<file path="src/rtl/hazard_forward_ctrl_pkg.sv">
// hazard_forward_ctrl_pkg: shared tracking-entry type and select-width helper
package hazard_forward_ctrl_pkg;
    localparam int RD_MAX = 8;
    localparam int FWD_RF = 0;
    typedef struct packed {
        logic              valid;
        logic [RD_MAX-1:0] rd;
        logic              regwrite;
        logic              memread;
        logic              mfwd;
    } entry_t;
    function automatic int sel_w(input int depth);
        return $clog2(depth + 1);
    endfunction
endpackage

</file>
<file path="src/rtl/hazard_forward_ctrl_if.sv">
// hazard_forward_ctrl_if: decode-slot request and stall/forward response bundle
interface hazard_forward_ctrl_if #(
    parameter int REG_W   = 4,
    parameter int NUM_SRC = 2,
    parameter int SEL_W   = 2
);
    logic                     id_valid;
    logic [REG_W-1:0]         id_rd;
    logic                     id_regwrite;
    logic                     id_memread;
    logic                     id_memwrite;
    logic [NUM_SRC*REG_W-1:0] id_src;
    logic [NUM_SRC-1:0]       id_src_used;
    logic                     flush;
    logic                     freeze;
    logic                     stall;
    logic [NUM_SRC*SEL_W-1:0] fwd_sel;
    logic                     mem_fwd;
    logic [15:0]              stall_cnt;
    modport master (
        output id_valid, id_rd, id_regwrite, id_memread, id_memwrite, id_src, id_src_used, flush, freeze,
        input  stall, fwd_sel, mem_fwd, stall_cnt
    );
    modport slave (
        input  id_valid, id_rd, id_regwrite, id_memread, id_memwrite, id_src, id_src_used, flush, freeze,
        output stall, fwd_sel, mem_fwd, stall_cnt
    );
endinterface

</file>
<file path="src/rtl/hazard_forward_ctrl_match.sv">
// hfc_match: priority comparator of one source against the tracked writers, youngest first
module hfc_match import hazard_forward_ctrl_pkg::*; #(
    parameter int DEPTH = 2,
    parameter int SEL_W = 2
) (
    input  logic [RD_MAX-1:0] src,
    input  logic              used,
    input  logic [DEPTH-1:0]  wr,
    input  logic [RD_MAX-1:0] rd [DEPTH],
    output logic [SEL_W-1:0]  sel,
    output logic              hit
);
    logic [DEPTH-1:0] m;
    always_comb begin
        m   = '0;
        sel = SEL_W'(FWD_RF);
        for (int i = DEPTH - 1; i >= 0; i--) begin
            m[i] = used & wr[i] & (rd[i] == src);
            if (m[i]) sel = SEL_W'(i + 1);
        end
    end
    assign hit = m[0];
endmodule

</file>
<file path="src/rtl/hazard_forward_ctrl.sv">
// hazard_forward_ctrl: load-use stall, registered EX forwarding selects and MEM-to-MEM store forward
module hazard_forward_ctrl import hazard_forward_ctrl_pkg::*; #(
    parameter int REG_W   = 4,
    parameter int NUM_SRC = 2,
    parameter int DEPTH   = 2,
    parameter int MEM_FWD = 1,
    parameter int SEL_W   = sel_w(DEPTH)
) (
    input logic clk,
    input logic rst,
    hazard_forward_ctrl_if.slave bus
);
    entry_t                   ent [DEPTH+1];
    entry_t                   e_n;
    logic [DEPTH-1:0]         wr;
    logic [RD_MAX-1:0]        rd [DEPTH];
    logic [NUM_SRC-1:0]       hit;
    logic [NUM_SRC*SEL_W-1:0] sel, sel_n;
    logic                     load_e, mem_exc, take;
    always_comb begin
        for (int i = 0; i < DEPTH; i++) begin
            wr[i] = ent[i].valid & ent[i].regwrite & (|ent[i].rd);
            rd[i] = ent[i].rd;
        end
    end
    for (genvar s = 0; s < NUM_SRC; s++) begin : g_src
        hfc_match #(.DEPTH(DEPTH), .SEL_W(SEL_W)) u_match (
            .src (RD_MAX'(bus.id_src[s*REG_W +: REG_W])),
            .used(bus.id_src_used[s]),
            .wr  (wr),
            .rd  (rd),
            .sel (sel[s*SEL_W +: SEL_W]),
            .hit (hit[s])
        );
    end
    assign load_e    = wr[0] & ent[0].memread;
    // a store whose only dependence on the load is its data operand picks it up in MEM instead
    assign mem_exc   = (MEM_FWD != 0) & bus.id_memwrite & (hit == NUM_SRC'(2));
    assign bus.stall = bus.id_valid & ~bus.flush & load_e & (|hit) & ~mem_exc;
    assign take      = bus.id_valid & ~bus.stall & ~bus.flush;
    always_comb begin
        e_n   = '0;
        sel_n = '0;
        if (take) begin
            e_n   = '{valid: 1'b1, rd: RD_MAX'(bus.id_rd), regwrite: bus.id_regwrite,
                      memread: bus.id_memread, mfwd: load_e & mem_exc};
            sel_n = sel;
            if (load_e & mem_exc) sel_n[SEL_W +: SEL_W] = SEL_W'(FWD_RF);
        end
    end
    always_ff @(posedge clk) begin
        if (rst) begin
            for (int i = 0; i <= DEPTH; i++) ent[i] <= '0;
            bus.fwd_sel   <= '0;
            bus.stall_cnt <= '0;
        end else if (!bus.freeze) begin
            ent[0] <= e_n;
            for (int i = 1; i <= DEPTH; i++) ent[i] <= ent[i-1];
            bus.fwd_sel <= sel_n;
            if (bus.stall && bus.stall_cnt != 16'hFFFF) bus.stall_cnt <= bus.stall_cnt + 16'd1;
        end
    end
    assign bus.mem_fwd = ent[1].valid & ent[1].mfwd;
endmodule

</file>
<file path="src/flat_wrapper.sv">
// flat-port wrapper written by rule: the top's interface ports become plain ports
module hazard_forward_ctrl_flat import hazard_forward_ctrl_pkg::*;
#(
    parameter int REG_W   = 4,
    parameter int NUM_SRC = 2,
    parameter int DEPTH   = 2,
    parameter int MEM_FWD = 1,
    parameter int SEL_W   = sel_w(DEPTH)
)
  (clk, rst, bus_id_valid, bus_id_rd, bus_id_regwrite, bus_id_memread, bus_id_memwrite, bus_id_src, bus_id_src_used, bus_flush, bus_freeze, bus_stall, bus_fwd_sel, bus_mem_fwd, bus_stall_cnt);
  hazard_forward_ctrl_if #(.REG_W(REG_W), .NUM_SRC(NUM_SRC), .SEL_W(SEL_W)) bus_i ();
  input logic clk;
  input logic rst;
  input wire logic [$bits(bus_i.id_valid)-1:0] bus_id_valid;
  input wire logic [$bits(bus_i.id_rd)-1:0] bus_id_rd;
  input wire logic [$bits(bus_i.id_regwrite)-1:0] bus_id_regwrite;
  input wire logic [$bits(bus_i.id_memread)-1:0] bus_id_memread;
  input wire logic [$bits(bus_i.id_memwrite)-1:0] bus_id_memwrite;
  input wire logic [$bits(bus_i.id_src)-1:0] bus_id_src;
  input wire logic [$bits(bus_i.id_src_used)-1:0] bus_id_src_used;
  input wire logic [$bits(bus_i.flush)-1:0] bus_flush;
  input wire logic [$bits(bus_i.freeze)-1:0] bus_freeze;
  output wire logic [$bits(bus_i.stall)-1:0] bus_stall;
  output wire logic [$bits(bus_i.fwd_sel)-1:0] bus_fwd_sel;
  output wire logic [$bits(bus_i.mem_fwd)-1:0] bus_mem_fwd;
  output wire logic [$bits(bus_i.stall_cnt)-1:0] bus_stall_cnt;
  assign bus_i.id_valid = bus_id_valid;
  assign bus_i.id_rd = bus_id_rd;
  assign bus_i.id_regwrite = bus_id_regwrite;
  assign bus_i.id_memread = bus_id_memread;
  assign bus_i.id_memwrite = bus_id_memwrite;
  assign bus_i.id_src = bus_id_src;
  assign bus_i.id_src_used = bus_id_src_used;
  assign bus_i.flush = bus_flush;
  assign bus_i.freeze = bus_freeze;
  assign bus_stall = bus_i.stall;
  assign bus_fwd_sel = bus_i.fwd_sel;
  assign bus_mem_fwd = bus_i.mem_fwd;
  assign bus_stall_cnt = bus_i.stall_cnt;
  hazard_forward_ctrl #(.REG_W(REG_W), .NUM_SRC(NUM_SRC), .DEPTH(DEPTH), .MEM_FWD(MEM_FWD), .SEL_W(SEL_W)) u_core (.clk(clk), .rst(rst), .bus(bus_i));
endmodule
</file>
<file path="config.mk">
export PLATFORM = sky130hd
export DESIGN_NAME = hazard_forward_ctrl_flat
export DESIGN_NICKNAME = d
export VERILOG_FILES = /design/src/rtl/hazard_forward_ctrl_pkg.sv /design/src/rtl/hazard_forward_ctrl_if.sv /design/src/rtl/hazard_forward_ctrl_match.sv /design/src/rtl/hazard_forward_ctrl.sv /design/src/flat_wrapper.sv
export SDC_FILE = /design/constraint.sdc
export NUM_CORES = 1
export LEC_CHECK = 0
export ABC_AREA = 1
export BUFFER_PORTS_ARGS = -buffer_cell sky130_fd_sc_hd__buf_2
export CAP_MARGIN = 20
export CORE_MARGIN = 4
export CORE_UTILIZATION = 35
export DETAILED_ROUTE_END_ITERATION = 8
export HOLD_SLACK_MARGIN = 0.03
export PLACE_DENSITY_LB_ADDON = 0.3
export SYNTH_ARGS = -nofsm -noshare
export SYNTH_HDL_FRONTEND = slang
export SYNTH_SLANG_ARGS = --single-unit
</file>
<file path="constraint.sdc">
create_clock -name clk -period 1.76 [get_ports clk]
set_input_delay 0.088 -clock clk [delete_from_list [all_inputs] [get_ports clk]]
set_output_delay 0.088 -clock clk [all_outputs]
set_load 0.01 [all_outputs]
</file>
==> PnR_summary.wiki, run 1 <==
{| class="wikitable"
! Metric !! Value
|-
| Worst hold slack across all endpoints || 0.0950 ns
|-
| Netlist Area Pre-Place || 2110 µm²
|-
| Net Count, Synth || 314
|-
| Part of the Yosys area used for sequential elements || 40.4%
|-
| Number of cells on the worst hold path || 3
|-
| Endpoint of the worst register-to-register path || u_core.bus.stall_cnt[0]
|-
| Worst setup path class || reg -> out
|-
| Skew-Pair Late Insertion Delay || 0.30 ns
|-
| Number of I/O port buffers || 43
|-
| Net switching power of the design || 453 µW
|-
| GRT busiest layer || met2
|-
| Critical path launch point type || flop
|-
| Flop and latch count out of synthesis || 35
|-
| Detail Route Antenna Nets || 0
|-
| Layout filler cell count || 578
|-
| GRT Resource Usage Total || 14.5%
|-
| Reg-to-Reg Start || u_core.ent[0][5]
|-
| Largest area contributor in the netlist || sky130_fd_sc_hd__edfxtp_1
|-
| Number of DRC violations after detailed routing || 0
|-
| Final clock period utilization by the worst path || 101%
|-
| CTS H-tree lvls || 2
|-
| Average wire per cell in the routed design || 12.7 µm
|-
| Status || complete, but fails checks
|-
| Power per cell area || 697 nW/µm²
|-
| # setup viols final || 9
|-
| Ratio of cells with drive above 1 in the final layout || 36.1%
|-
| Largest cells by area after synthesis || sky130_fd_sc_hd__edfxtp_1, sky130_fd_sc_hd__dfxtp_1, sky130_fd_sc_hd__nor2_1
|-
| IR Drop Worst-Case VDD || 0.000405 V
|-
| Vias post-DR || 2,026
|-
| Total Negative Setup Slacks || -0.0836 ns
|-
| Final design instance area without fill || 2810 µm²
|-
| Row count || 27
|-
| Sw frac || 23.1%
|-
| Chip Width || 85.6 µm
|-
| Global-route congestion overflow total || 0
|-
| Layout-stage area growth over the synthesis result || 33.3%
|-
| Endpoint, Worst Hold || u_core.ent[0][2]
|-
| Arrival @ worst endpoint || 1.69 ns
|-
| Worst slew margin || 63.9%
|-
| Sink count of the clock tree || 35
|-
| Total Wirelength || 5470 µm
|-
| Met3 GRT Util || 3.36%
|-
| Placer's final routability congestion estimate || 0.830
|-
| Number of unique standard cell types used by synthesis || 28
|-
| Slew @ Worst Pin || 0.539 ns
|-
| Cells after DPL || 413
|-
| Synth top area share || 21.4%
|-
| Violated checks || negative setup slack
|-
| Clock network power share || 45.2%
|-
| Height of the die || 85.6 µm
|-
| LEAKAGE || 1.34 nW
|-
| Count of placed standard cells in the final layout, fillers left out || 432
|-
| Maximum number of pins on one net before global-route repair || 15
|-
| Worst hold path class || in -> reg
|-
| Achievable frequency || 0.562 GHz
|-
| Antenna diode count || 0
|-
| Hold-fix buffer count after cts || 0
|-
| Final layout net count || 382
|-
| Final Hold Viols || 0
|-
| Standard cell area after detailed placement || 2450 µm²
|-
| Data required, critical path || 1.67 ns
|-
| Met2 routing resource usage after global routing || 22.9%
|-
| Maximum count of clock buffers along a single path || 2
|-
| Wire length of the first global-routing pass || 8420 µm
|-
| Min cycle time layout || 1.78 ns
|-
| Worst Clk Skew || 0.0108 ns
|-
| Crit path setup slack, layout || -0.0209 ns
|-
| Gate power share || 9.7%
|-
| Met1 track utilization from global routing || 19.2%
|-
| Antenna violations before repair || 0
|-
| Startpoint of the tightest hold check path || bus_id_regwrite
|-
| RSZ-0062 raised after global routing || true
|-
| Clock buffer count from CTS || 5
|-
| Synth Area per Inst || 7.24 µm²
|-
| Largest fanout on the critical path || 4
|-
| Core Box Area || 5680 µm²
|-
| Overall die area || 7330 µm²
|-
| Vias in the first global route || 1,844
|-
| Iteration count of the initial detailed-routing pass || 4
|-
| Part of the power in registers || 45.1%
|-
| Crit path capture type || output port
|-
| Post-synthesis cell count || 291
|-
| Initial detailed-routing violation count || 130
|-
| DPL Wire Length || 3850 µm
|-
| Clock slew seen by the registers of the worst setup and hold paths || 0.07 ns
|-
| Internal power component || 1.51 mW
|-
| I/O pins || 44
|-
| Worst Reg-to-Reg Cells || 12
|-
| Root buf cell || sky130_fd_sc_hd__clkbuf_8
|-
| Syn. warnings || 0
|-
| Max Transition Viols Final || 0
|-
| Initial core utilization || 37.1%
|-
| Setup slack, reg-to-reg || -0.02 ns
|-
| Clock tree from TritonCTS || yes
|-
| Routed via count divided by cell count || 4.69
|-
| # Max-Cap Violations || 0
|}
worst max-delay path: stages, from the launching register on:
cell	delay (ns)
sky130_fd_sc_hd__edfxtp_1	0.42
sky130_fd_sc_hd__inv_2	0.11
sky130_fd_sc_hd__nor2_2	0.04
sky130_fd_sc_hd__nor2_1	0.09
sky130_fd_sc_hd__nand2_1	0.07
sky130_fd_sc_hd__nor2_2	0.10
sky130_fd_sc_hd__nand2_2	0.07
sky130_fd_sc_hd__buf_6	0.13
sky130_fd_sc_hd__inv_4	0.05
sky130_fd_sc_hd__nor2_2	0.04
sky130_fd_sc_hd__nor2_2	0.14
sky130_fd_sc_hd__buf_2	0.15
worst max-delay path by stage:
stage | slack [ns] | end | startpoint | depth (start not counted)
6_report | -0.02 | bus_stall | u_core.ent[0][6] | 11
5_1_grt | -0.18 | bus_stall | u_core.ent[0][6] | 11
4_1_cts | -0.08 | bus_stall | u_core.ent[0][6] | 11
3_5_place_dp | -0.02 | u_core.ent[0][0] | u_core.ent[0][5] | 10
3_3_place_gp | 0.04 | u_core.ent[0][0] | u_core.ent[0][5] | 10
2_1_floorplan | 0.12 | u_core.bus.stall_cnt[11] | u_core.bus.stall_cnt[0] | 11
flip-flops by register name, summed over array words and instances (netlist names):
name / flops
u_core.bus.stall_cnt: 16
u_core.ent: 15
u_core.bus.fwd_sel: 4
layer usage:
metal / share of wire, % / vias to the layer above / wire [µm]
li1: - / 1057 / -
met1: 46 / 921 / 2540
met2: 47 / 43 / 2570
met3: 5.0 / 5 / 275
met4: 1.4 / 0 / 79
met5: 0 / - / 0
synth_stat cells (all sizes together):
| master | number |
|---|---|
| nand2 | 61 |
| inv | 50 |
| edfxtp | 15 |
| dfxtp | 20 |
| o21ai | 5 |
| clkbuf | 1 |
| xor2 | 6 |
| buf | 6 |
| xnor2 | 3 |
| nand3 | 15 |
| nor4 | 1 |
| nor3b | 1 |
| nor3 | 3 |
| nor2 | 76 |
| a21oi | 2 |
| ha | 1 |
| nand4 | 25 |
timing repair:
item,4_1_cts,5_1_grt
pin swaps,3,26
gates cloned,0,2
buffers inserted,4,5
gates resized for setup,5,39
setup endpoints to repair,10,27
layout by cell type (no fill, tap or decap), types with 2 or more instances in the layout:
cell                        instances
sky130_fd_sc_hd__nand2_1           51
sky130_fd_sc_hd__nor2_1            47
sky130_fd_sc_hd__buf_2             43
sky130_fd_sc_hd__inv_1             42
sky130_fd_sc_hd__nand4_1           25
sky130_fd_sc_hd__nor2_2            24
sky130_fd_sc_hd__dfxtp_1           19
sky130_fd_sc_hd__buf_4             17
sky130_fd_sc_hd__edfxtp_1          15
sky130_fd_sc_hd__nand3_1           12
sky130_fd_sc_hd__inv_2              7
sky130_fd_sc_hd__nand2_2            7
sky130_fd_sc_hd__xor2_1             6
sky130_fd_sc_hd__nor2_4             5
sky130_fd_sc_hd__clkbuf_8           5
sky130_fd_sc_hd__buf_6              5
sky130_fd_sc_hd__xnor2_1            3
sky130_fd_sc_hd__o21ai_1            3
sky130_fd_sc_hd__nand2_4            3
sky130_fd_sc_hd__nand3_4            3
sky130_fd_sc_hd__nor3_1             2
sky130_fd_sc_hd__bufinv_16          2
power groups by stage:
stage	logic [mW]	clock network [mW]	registers, mW
final	0.191	0.884	0.883
after detailed placement	0.166	0	0.901
after floorplan	0.107	0	0.898
after global placement	0.165	0	0.901
after CTS	0.171	0.901	0.882
after global routing	0.213	0.944	0.886
through the flow:
| step | util, % | total power [mW] | worst slack (ns) |
|---|---|---|---|
| floorplan | - | 1.00 | 0.123 |
| global placement | 43.2 | 1.07 | 0.0423 |
| detailed placement | 43.2 | 1.07 | -0.0216 |
| CTS | 46.4 | 1.95 | -0.0765 |
| global route | 49.5 | 2.04 | -0.183 |
| finish | 49.5 | 1.96 | -0.0209 |
area by class of cell:
cell class	count	area, µm²	area share (%)
clock buffer	5	68.8	2.45
clock inverter	3	67.6	2.41
inverter	50	190	6.77
multi-input combinational	201	1130	40.1
sequential	35	852	30.3
tap	72	90.1	3.21
timing repair buffer	66	414	14.7
logic make-up after synthesis:
logic type	synth area share, %
DFF	40.4
buffers and inverters	11.9
adders and majority gates	0.594
AOI/OAI and AO/OA	2.20
xor gates and xnor gates	3.74
and+or+nand+nor	41.2
(Power assumes the default switching activity.)
==> run 2, diff against run 1 <==
--- a/config.mk
+++ b/config.mk
@@ -8,6 +8,7 @@
 export ABC_AREA = 1
 export BUFFER_PORTS_ARGS = -buffer_cell sky130_fd_sc_hd__buf_2
 export CAP_MARGIN = 20
+export CORE_ASPECT_RATIO = 0.9
 export CORE_MARGIN = 4
 export CORE_UTILIZATION = 35
 export DETAILED_ROUTE_END_ITERATION = 8
==> run 2 against run 1 <==
Effect of this change:
- the run now ends clean
- global-route usage is 0.63 points lower
- clock skew is 0.0041 ns lower
- non-clock buffer count is 6 lower
- highest routed layer unchanged
==> PnR_summary.wiki, run 2 (same netlist as run 1, synthesis figures left out) <==
{| class="wikitable"
! Metric !! Value
|-
| Arrival @ worst endpoint || 1.67 ns (-0.02 ns)
|-
| Global-route congestion overflow total || 0 (unchanged)
|-
| CTS H-tree lvls || 2 (unchanged)
|-
| Ratio of cells with drive above 1 in the final layout || 33.1% (-3.1 points)
|-
| Wire length of the first global-routing pass || 8230 µm (-2.2%)
|-
| Buffers and inverters on the worst path || 2 (-2)
|-
| Worst setup path class || reg -> out
|-
| Crit-path most repeated cell || sky130_fd_sc_hd__nand2_1
|-
| Worst-path cell with the longest stage delay || sky130_fd_sc_hd__edfxtp_1
|-
| Area occupied by multi-input gates || 1120 µm² (-0.89%)
|-
| Regs by FF count || u_core.bus.stall_cnt: 16 flops, u_core.ent: 15 flops, u_core.bus.fwd_sel: 4 flops
|-
| Launch point of the critical path || u_core.ent[0][5]
|-
| DPL Wire Length || 3730 µm (-3.1%)
|-
| Initial core utilization || 36.6% (-0.53 points)
|-
| Clock slew seen by the registers of the worst setup and hold paths || 0.08 ns (about the same)
|-
| Root buf cell || sky130_fd_sc_hd__clkbuf_8
|-
| Number of I/O port buffers || 43 (unchanged)
|-
| Overall die area || 7330 µm² (about the same)
|-
| Standard cell area after detailed placement || 2440 µm² (-0.71%)
|-
| Average wire per cell in the routed design || 12.0 µm (-5.1%)
|-
| Layout-stage area growth over the synthesis result || 28.1%
|-
| Critical path launch point type || flop
|-
| Startpoint of the tightest hold check path || bus_id_memread
|-
| Max Transition Viols Final || 0 (unchanged)
|-
| Final clock period utilization by the worst path || 99.7% (-1.5 points)
|-
| Hold-fix buffer count after cts || 0 (unchanged)
|-
| Total power after layout || 1.67 mW (-15%)
|-
| Skew-Pair Late Insertion Delay || 0.29 ns (about the same)
|-
| Data required, critical path || 1.67 ns (about the same)
|-
| Worst hold path class || in -> reg
|-
| List of cells traversed by the critical path || inv_1 > nand2_1 > nand2_1 > nand2_1 > nor2_4 > nand2_1 > nand2_2 > nand2_2 > nor2_2 > buf_2
|-
| Reg-to-Reg Start || u_core.ent[0][3]
|-
| Commonest non-fill, non-tap cell in the layout || sky130_fd_sc_hd__nand2_1
|-
| Largest Register || u_core.bus.stall_cnt
|-
| Number of flip-flops under the largest register name || 16 (unchanged)
|-
| Layout filler cell count || 572 (-1.0%)
|-
| Placer's final routability congestion estimate || 0.848 (+2.2%)
|-
| Leading cell types in the layout, fill and taps excluded || sky130_fd_sc_hd__nand2_1, sky130_fd_sc_hd__nor2_1, sky130_fd_sc_hd__inv_1, sky130_fd_sc_hd__buf_2, sky130_fd_sc_hd__nand4_1
|-
| Detail Route Antenna Nets || 0 (unchanged)
|-
| Crit path capture type || output port
|-
| Maximum count of clock buffers along a single path || 2 (unchanged)
|-
| Slowest stage delay, CP || 0.45 ns (+0.03 ns)
|-
| Min cycle time layout || 1.75 ns (-0.0261 ns)
|-
| # Max-Cap Violations || 0 (unchanged)
|-
| Iteration count of the initial detailed-routing pass || 4 (unchanged)
|-
| Core Box Area || 5760 µm² (+1.5%)
|-
| Antenna diode count || 0 (unchanged)
|-
| Maximum number of pins on one net before global-route repair || 16 (+1)
|-
| Row count || 26 (-3.7%)
|-
| Height of the die || 81.6 µm (-4.7%)
|-
| Worst slew margin || 73.5% (+9.6 points)
|-
| IR Drop Worst-Case VDD || 0.000262 V (-35%)
|-
| Clock buffer count from CTS || 5 (unchanged)
|-
| Status || finished, final reports clean
|-
| Vias post-DR || 1,966 (-3.0%)
|-
| # setup viols final || 0 (-9)
|-
| Clock tree from TritonCTS || yes
|-
| Sink count of the clock tree || 35 (unchanged)
|-
| Final Hold Viols || 0 (unchanged)
|-
| Largest fanout on the critical path || 4 (unchanged)
|-
| Final design instance area without fill || 2700 µm² (-3.9%)
|-
| Sequential cell area || 851 µm² (-0.15%)
|-
| I/O pins || 44 (unchanged)
|-
| Initial detailed-routing violation count || 121 (-6.9%)
|-
| Slew @ Worst Pin || 0.396 ns (-0.144 ns)
|-
| Vias in the first global route || 1,875 (+1.7%)
|-
| Power per cell area || 619 nW/µm² (-11%)
|-
| Category of cells accounting for the largest share of critical-path delay || simple AND/OR/NAND/NOR gates
|-
| Chip Width || 89.8 µm (+4.9%)
|-
| Total Wirelength || 5100 µm (-6.8%)
|-
| Worst Clk Skew || 0.00668 ns (-0.00407 ns)
|-
| Number of DRC violations after detailed routing || 0 (unchanged)
|-
| Antenna violations before repair || 0 (unchanged)
|-
| Routed via count divided by cell count || 4.64 (-1.1%)
|-
| Final layout net count || 376 (-1.6%)
|-
| RSZ-0062 raised after global routing || true
|-
| GRT Resource Usage Total || 13.8% (-0.63 points)
|-
| LEAKAGE || 1.28 nW (-4.6%)
|-
| Achievable frequency || 0.570 GHz (+1.5%)
|}
-- run 2: cell types whose count changed in the layout (fill, tap and decap cells not counted), sizes merged --
cell	change
buf	-6
clkinv	+2
bufinv	-2
-- run 2: what timing repair did --
| action | in CTS | in global routing |
|---|---|---|
| setup buffers | 4 | 1 |
| setup endpoints to repair | 9 | 26 |
| resized for setup | 4 | 30 |
| pin swaps | 3 | 22 |
| cloned | 0 | 2 |
-- run 2: area by class of cell --
cell class / instances / area share (%)
repair buffers: 60 / 13.4
inverters: 50 / 7.04
clock buffers: 5 / 2.55
well taps: 70 / 3.24
multi-input cells: 201 / 41.3
flip-flops and latches: 35 / 31.5
clock inverters: 3 / 0.927
-- run 2: metrics by stage --
step / hold WS [ns] / util [%] / instances / worst slack, ns / TNS (ns)
6_report: 0.0902 / 46.9 / 424 / 0.00519 / 0
5_1_grt: 0.0812 / 46.9 / 424 / -0.177 / -2.52
4_1_cts: 0.0879 / 44.7 / 421 / -0.0710 / -0.185
3_5_place_dp: 0.391 / 42.3 / 409 / -0.0365 / -0.126
3_3_place_gp: 0.390 / 42.3 / 409 / 0.0209 / 0
2_1_floorplan: 0.227 / - / 291 / 0.123 / 0
-- run 2: metal layers --
metal  routed length, µm  global-route usage, %  vias to the layer above
li1                    -                      -                     1047
met1                2540                   18.0                      867
met2                2270                   22.7                       44
met3                 207                   3.11                        8
met4                  80                   5.36                        0
met5                   0                      0                        -
-- run 2: worst reg2reg max path: cells and delay by family (launching register included) --
| kind | cells | cell delay (ns) |
|---|---|---|
| AO/OA/AOI/OAI | 2 | 0.15 |
| AND/OR/NAND/NOR | 7 | 0.78 |
| flip-flops | 1 | 0.45 |
| buffers and inverters | 2 | 0.28 |
-- run 2: final timing paths --
check | endpoint | slack [ns] | depth (start not counted)
setup / recovery | bus_stall | 0.005 | 10
setup reg to reg | u_core.bus.fwd_sel[3] | 0.03 | 11
hold / removal | u_core.ent[0][1] | 0.09 | 3
hold reg to reg | u_core.bus.fwd_sel[3] | 0.47 | 2
-- run 2: power breakdown --
group	internal (mW)	total, mW	switching, mW	leakage, nW
Clock	0.283	0.616	0.333	0.0443
Combinational	0.0673	0.174	0.106	0.904
Sequential	0.867	0.883	0.0162	0.327
